<file path="src/rtl/reset_seq_pkg.sv">
// Shared types and helpers for the reset sequencer.
// The FSM state encoding and the POR majority vote live here.
package reset_seq_pkg;

  typedef enum logic [1:0] {
    ASSERTED = 2'd0,
    STRETCH  = 2'd1,
    RELEASE  = 2'd2,
    RUN      = 2'd3
  } seq_state_e;

  function automatic logic maj3(input logic a, input logic b, input logic c);
    return (a & b) | (a & c) | (b & c);
  endfunction

endpackage

</file>
<file path="src/rtl/reset_sync_2ff.sv">
// Two-flop synchroniser for one POR status bit.
// Resets to 1 so that the domain stays in reset until the synced value is known.
module reset_sync_2ff (
  input  logic clk,
  input  logic rst,
  input  logic d,
  output logic q
);

  logic meta;

  always_ff @(posedge clk or posedge rst) begin
    if (rst) begin
      meta <= 1'b1;
      q    <= 1'b1;
    end else begin
      meta <= d;
      q    <= meta;
    end
  end

endmodule

</file>
<file path="src/rtl/reset_sequencer.sv">
// Reset controller: votes triplicated POR, stretches reset, then releases domains in order.
// Optional saturating POR disagreement counter when RESET_SEQ_MISMATCH_CNT_EN is defined.
module reset_sequencer
  import reset_seq_pkg::*;
#(
  parameter int unsigned N_DOMAINS      = 3,
  parameter int unsigned STRETCH_CYCLES = 16,
  parameter int unsigned STAGGER_CYCLES = 4,
  parameter int unsigned CNT_W          = 8
) (
  input  logic                 clk,
  input  logic                 rst,
  input  logic [2:0]           por_status,
  input  logic                 sw_rst_req,
  output logic [N_DOMAINS-1:0] domain_rst,
  output logic                 ready,
`ifdef RESET_SEQ_MISMATCH_CNT_EN
  output logic [CNT_W-1:0]     mismatch_cnt,
`endif
  output logic                 por_mismatch
);

  localparam int unsigned MaxCyc =
      (STRETCH_CYCLES > STAGGER_CYCLES) ? STRETCH_CYCLES : STAGGER_CYCLES;
  localparam int unsigned CW = $clog2(MaxCyc + 1);
  localparam int unsigned IW = (N_DOMAINS > 1) ? $clog2(N_DOMAINS) : 1;

  logic [2:0]    por_sync;
  logic          por_v;
  logic          cause;
  logic          mismatch;
  seq_state_e    state;
  logic [CW-1:0] cnt;
  logic [IW-1:0] idx;

  for (genvar i = 0; i < 3; i++) begin : g_sync
    reset_sync_2ff u_sync (
      .clk (clk),
      .rst (rst),
      .d   (por_status[i]),
      .q   (por_sync[i])
    );
  end

  assign por_v    = maj3(por_sync[0], por_sync[1], por_sync[2]);
  assign cause    = por_v | sw_rst_req;
  assign mismatch = (|por_sync) & ~(&por_sync);

  always_ff @(posedge clk or posedge rst) begin
    if (rst) begin
      state      <= ASSERTED;
      cnt        <= '0;
      idx        <= '0;
      domain_rst <= '1;
      ready      <= 1'b0;
    end else if (cause) begin
      // Any cause restarts the whole sequence; partial releases are discarded.
      state      <= ASSERTED;
      cnt        <= '0;
      idx        <= '0;
      domain_rst <= '1;
      ready      <= 1'b0;
    end else begin
      unique case (state)
        ASSERTED: begin
          cnt   <= '0;
          state <= STRETCH;
        end
        STRETCH: begin
          if (cnt == CW'(STRETCH_CYCLES - 1)) begin
            cnt           <= '0;
            domain_rst[0] <= 1'b0;
            idx           <= IW'(1);
            state         <= (N_DOMAINS == 1) ? RUN : RELEASE;
          end else begin
            cnt <= cnt + 1'b1;
          end
        end
        RELEASE: begin
          if (cnt == CW'(STAGGER_CYCLES - 1)) begin
            cnt             <= '0;
            domain_rst[idx] <= 1'b0;
            idx             <= idx + 1'b1;
            if (idx == IW'(N_DOMAINS - 1)) state <= RUN;
          end else begin
            cnt <= cnt + 1'b1;
          end
        end
        RUN: begin
          ready <= 1'b1;
        end
        default: state <= ASSERTED;
      endcase
    end
  end

  always_ff @(posedge clk or posedge rst) begin
    if (rst) begin
      por_mismatch <= 1'b0;
    end else if (mismatch) begin
      por_mismatch <= 1'b1;
    end
  end

`ifdef RESET_SEQ_MISMATCH_CNT_EN
  always_ff @(posedge clk or posedge rst) begin
    if (rst) begin
      mismatch_cnt <= '0;
    end else if (mismatch && (mismatch_cnt != '1)) begin
      mismatch_cnt <= mismatch_cnt + 1'b1;
    end
  end
`endif

endmodule
</file>
<file path="config.mk">
export PLATFORM = sky130hd
export DESIGN_NAME = reset_sequencer
export DESIGN_NICKNAME = d
export VERILOG_FILES = /design/src/rtl/reset_seq_pkg.sv /design/src/rtl/reset_sync_2ff.sv /design/src/rtl/reset_sequencer.sv
export SDC_FILE = /design/constraint.sdc
export NUM_CORES = 1
export LEC_CHECK = 0
export CAP_MARGIN = 40
export CORE_MARGIN = 5
export CORE_UTILIZATION = 54
export DETAILED_ROUTE_END_ITERATION = 10
export HOLD_SLACK_MARGIN = 0.02
export PLACE_DENSITY = 0.76
export SETUP_SLACK_MARGIN = 0.1
export SYNTH_ARGS = -nofsm -noshare
export SYNTH_HDL_FRONTEND = slang
export SYNTH_SLANG_ARGS = --single-unit
</file>
<file path="constraint.sdc">
create_clock -name clk -period 2.16 [get_ports clk]
set_input_delay 0.324 -clock clk [delete_from_list [all_inputs] [get_ports clk]]
set_output_delay 0.324 -clock clk [all_outputs]
set_load 0.01 [all_outputs]
</file>
==> flow_summary.json, run 1 <==
{
  "die_h_um": 54.3,
  "place_area_um2": 1160,
  "fmax_mhz": 512,
  "synth_edf_count": 0,
  "criticalPathCategory": "reg -> reg",
  "path_max_fanout": 5,
  "synth_top_area_share_pct": 26.0,
  "worstRegToRegCells": 8,
  "synth_top_flop_cell": "dfrtp_1",
  "path_delay_family": "simple AND/OR/NAND/NOR gates",
  "pin_count": 11,
  "vias": 791,
  "finClkSkew_ns": 0.00831,
  "drive_gt1_share_pct": 16.2,
  "r2r_slack_ns": 0.21,
  "report.final.slew_viol_count": 0,
  "holdWs_ns": 0.364,
  "portBuffers": 10,
  "track_usage_pct": 15.0,
  "critPathMaxStageDelay_ns": 0.42,
  "holdBufCountCts": 0,
  "die_x_um": 54.3,
  "path_cells": "ha_1, nand3_1, inv_1, ha_1, nand2b_1, o21ai_1, nand4_1, a31oi_1",
  "fillerInstances": 157,
  "synthTopCellsByArea": "dfrtp_1 (26%), dfstp_2 (22%), ha_1 (12%), nand2_1 (4.3%), nand3_1 (3.8%)",
  "cts.sinks": 20,
  "grt_pass1_wl_um": 3170,
  "fin_crit_ns": 1.95,
  "place_hpwl_um": 1410,
  "worst_pin_slew_ns": 0.721,
  "holdCritPathClass": "reg -> reg",
  "dp_cells": 136,
  "r2r-start": "cnt[0]",
  "hold_violations": 0,
  "yosys.area.top_type": "dfrtp_1",
  "yosysWarnings": 0,
  "grt_pass1_vias": 701,
  "syn_avg_cell_area_um2": 10.3,
  "whs_path_depth": 0,
  "clk_path_buf_depth": 2,
  "drt_iter0_markers": 18,
  "ys_seq_area_share_pct": 48.4,
  "max_slew_margin_pct": 51.9,
  "rsz0062_at_grt": "no",
  "dieArea_um2": 2940,
  "nNetsFinal": 134,
  "start_kind": "flip-flop",
  "crit_top_cell": "ha_1",
  "critical_path_arrival_ns": 2.16,
  "cts.reportedPaths.clkPinSlew_ns": 0.12,
  "clock_latency_ns": 0.29,
  "area_delta_synth_final_pct": 17.5,
  "synthAdderAreaFrac_pct": 12.8,
  "cts_resized": 0,
  "core-area_um2": 1920,
  "utilization_pct": 64.6,
  "stdcell_count": 144,
  "grt_max_degree": 21,
  "cp.required_ns": 2.37,
  "n_antenna_cell": 0,
  "leakagePower_uw": 0.000541,
  "outcome": "complete, no violations",
  "drt_drc_violations_left": 0,
  "antenna_found_initial": 0,
  "routedWlPerCell_um": 13.6,
  "synth_xor_area_share_pct": 0,
  "vdd_drop_max_mv": 0.493,
  "synth_fp_nets": 119,
  "synth-simple-area-share_pct": 18.5,
  "post_cts_buffers": 0,
  "maxCapViolations": 0,
  "synth_compound_area_share_pct": 14.2,
  "htree_levels": 1,
  "gp_congestion": 0.805,
  "min_from": "g_sync[0].u_sync.meta",
  "clockRootBuffer": "clkbuf_4",
  "cts_tree": "built",
  "ant_nets": 0,
  "cts_buffers": 3,
  "synthArstFlopShare_pct": 100,
  "grt-ovfl-total": 0,
  "initial_utilization_pct": 55.0,
  "fin_area_um2": 1240,
  "setup_viol": 0,
  "synth_cells": 103,
  "ys_types": 31,
  "cp_slowest_cell": "dfrtp_1",
  "min_to": "g_sync[0].u_sync.q",
  "tns_ns": 0,
  "synth_top_family_by_area": "simple AND/OR/NAND/NOR gates",
  "rows": 16,
  "cp-end-kind": "flip-flop",
  "syn-cell-area_um2": 1060,
  "power_density_nw_per_um2": 654,
  "avgViaCountPerCell": 5.49,
  "crit_buf_inv": 1,
  "crit-reg2reg-capture": "cnt[3]",
  "synth-seq-cells": 20,
  "synth_mux_area_share_pct": 0,
  "period_share_pct": 90.3,
  "wl_um": 1960,
  "drt_pass1_iterations": 4
}
==> layout make-up <==
class	instances	area [um^2]	area share (%)
multi-input combinational	70	480	38.7
sequential	20	512	41.2
clock inverter	1	30.0	2.42
tap	27	33.8	2.72
clock buffer	3	22.5	1.81
inverter	9	33.8	2.72
timing repair buffer	14	130	10.5
==> worst max path at each step <==
| stage | from | end | slack, ns | cells past startpoint |
|---|---|---|---|---|
| after global placement | cnt[0] | cnt[3] | 0.35 | 8 |
| after floorplan | cnt[0] | cnt[3] | 0.54 | 8 |
| after detailed placement | cnt[0] | cnt[3] | 0.23 | 8 |
| after CTS | cnt[0] | cnt[3] | 0.24 | 8 |
| final | cnt[0] | cnt[3] | 0.21 | 8 |
| after global routing | cnt[0] | cnt[3] | 0.11 | 8 |
==> cells in the mapped netlist (2+ instances only) <==
| cell | number |
|---|---|
| nand2_1 | 12 |
| buf_6 | 2 |
| nand4_1 | 2 |
| dfrtp_1 | 11 |
| nor2_1 | 5 |
| o211ai_1 | 2 |
| inv_1 | 9 |
| o21ai_0 | 3 |
| dfstp_2 | 9 |
| a21oi_1 | 7 |
| nand3_1 | 8 |
| or3_1 | 2 |
| a21o_1 | 2 |
| ha_1 | 10 |
| a31oi_1 | 3 |
==> worst reg2reg max path, stage by stage, from the launching register on <==
cell and delay (ns):
dfrtp_1 0.42, ha_1 0.26, nand3_1 0.13, inv_1 0.06, ha_1 0.20, nand2b_1 0.21
o21ai_1 0.25, nand4_1 0.14, a31oi_1 0.20
==> metal layers <==
metal	vias to the layer above	wire [um]	track usage, %
met5	-	0	0
met4	0	13	3.73
met3	2	58	3.27
met2	13	968	24.5
met1	387	922	20.0
li1	389	-	-
==> where the power goes <==
| group | internal [uW] | leakage (uW) | switching [uW] | total, uW |
|---|---|---|---|---|
| sequential | 393 | 0.000242 | 10.9 | 404 |
| clock | 187 | 0.0000279 | 114 | 302 |
| combinational | 41.2 | 0.000271 | 66.0 | 107 |
==> per-stage QoR <==
step,total power [uW],worst slack (ns)
finish,813,0.209
global route,859,0.107
CTS,820,0.240
detailed placement,517,0.226
global placement,514,0.349
floorplan,487,0.535
==> logic make-up (layout without fill, tap and decap cells) <==
family	after synthesis	in the layout
simple gates	36	36
flops	20	20
fa+ha+maj	11	11
compound gates	23	23
buf+inv	13	27
==> layout by cell type, fill, tap and decap left out, types with 2 or more instances in the layout <==
| master | synthesis | routed |
|---|---|---|
| or3_1 | 2 | 2 |
| o211ai_1 | 2 | 2 |
| ha_1 | 10 | 10 |
| clkdlybuf4s50_1 | 0 | 10 |
| o21ai_0 | 3 | 3 |
| nand4_1 | 2 | 2 |
| dfrtp_1 | 11 | 11 |
| a21o_1 | 2 | 2 |
| nand3_1 | 8 | 8 |
| a31oi_1 | 3 | 3 |
| clkbuf_4 | 0 | 3 |
| a21oi_1 | 7 | 7 |
| buf_4 | 0 | 4 |
| nor2_1 | 5 | 5 |
| inv_1 | 9 | 9 |
| nand2_1 | 12 | 12 |
| dfstp_2 | 9 | 9 |
==> state kept, by name (all words and copies together) (netlist names) <==
name,count
por_mismatch,1
cnt,5
g_sync.u_sync.q,3
ready,1
idx,2
g_sync.u_sync.meta,3
domain_rst,3
state,2
(Power assumes the default switching activity.)
==> run 2, diff against run 1 <==
--- a/config.mk
+++ b/config.mk
@@ -5,9 +5,11 @@
 export SDC_FILE = /design/constraint.sdc
 export NUM_CORES = 1
 export LEC_CHECK = 0
-export CAP_MARGIN = 40
+export ABC_CLOCK_PERIOD_IN_PS = 2160
+export CAP_MARGIN = 20
 export CORE_MARGIN = 5
 export CORE_UTILIZATION = 54
+export CTS_CLUSTER_DIAMETER = 150
 export DETAILED_ROUTE_END_ITERATION = 10
 export HOLD_SLACK_MARGIN = 0.02
 export PLACE_DENSITY = 0.76
==> results of run 2 <==
Same layout as run 1: the final DEF is identical, and so are final timing and power.
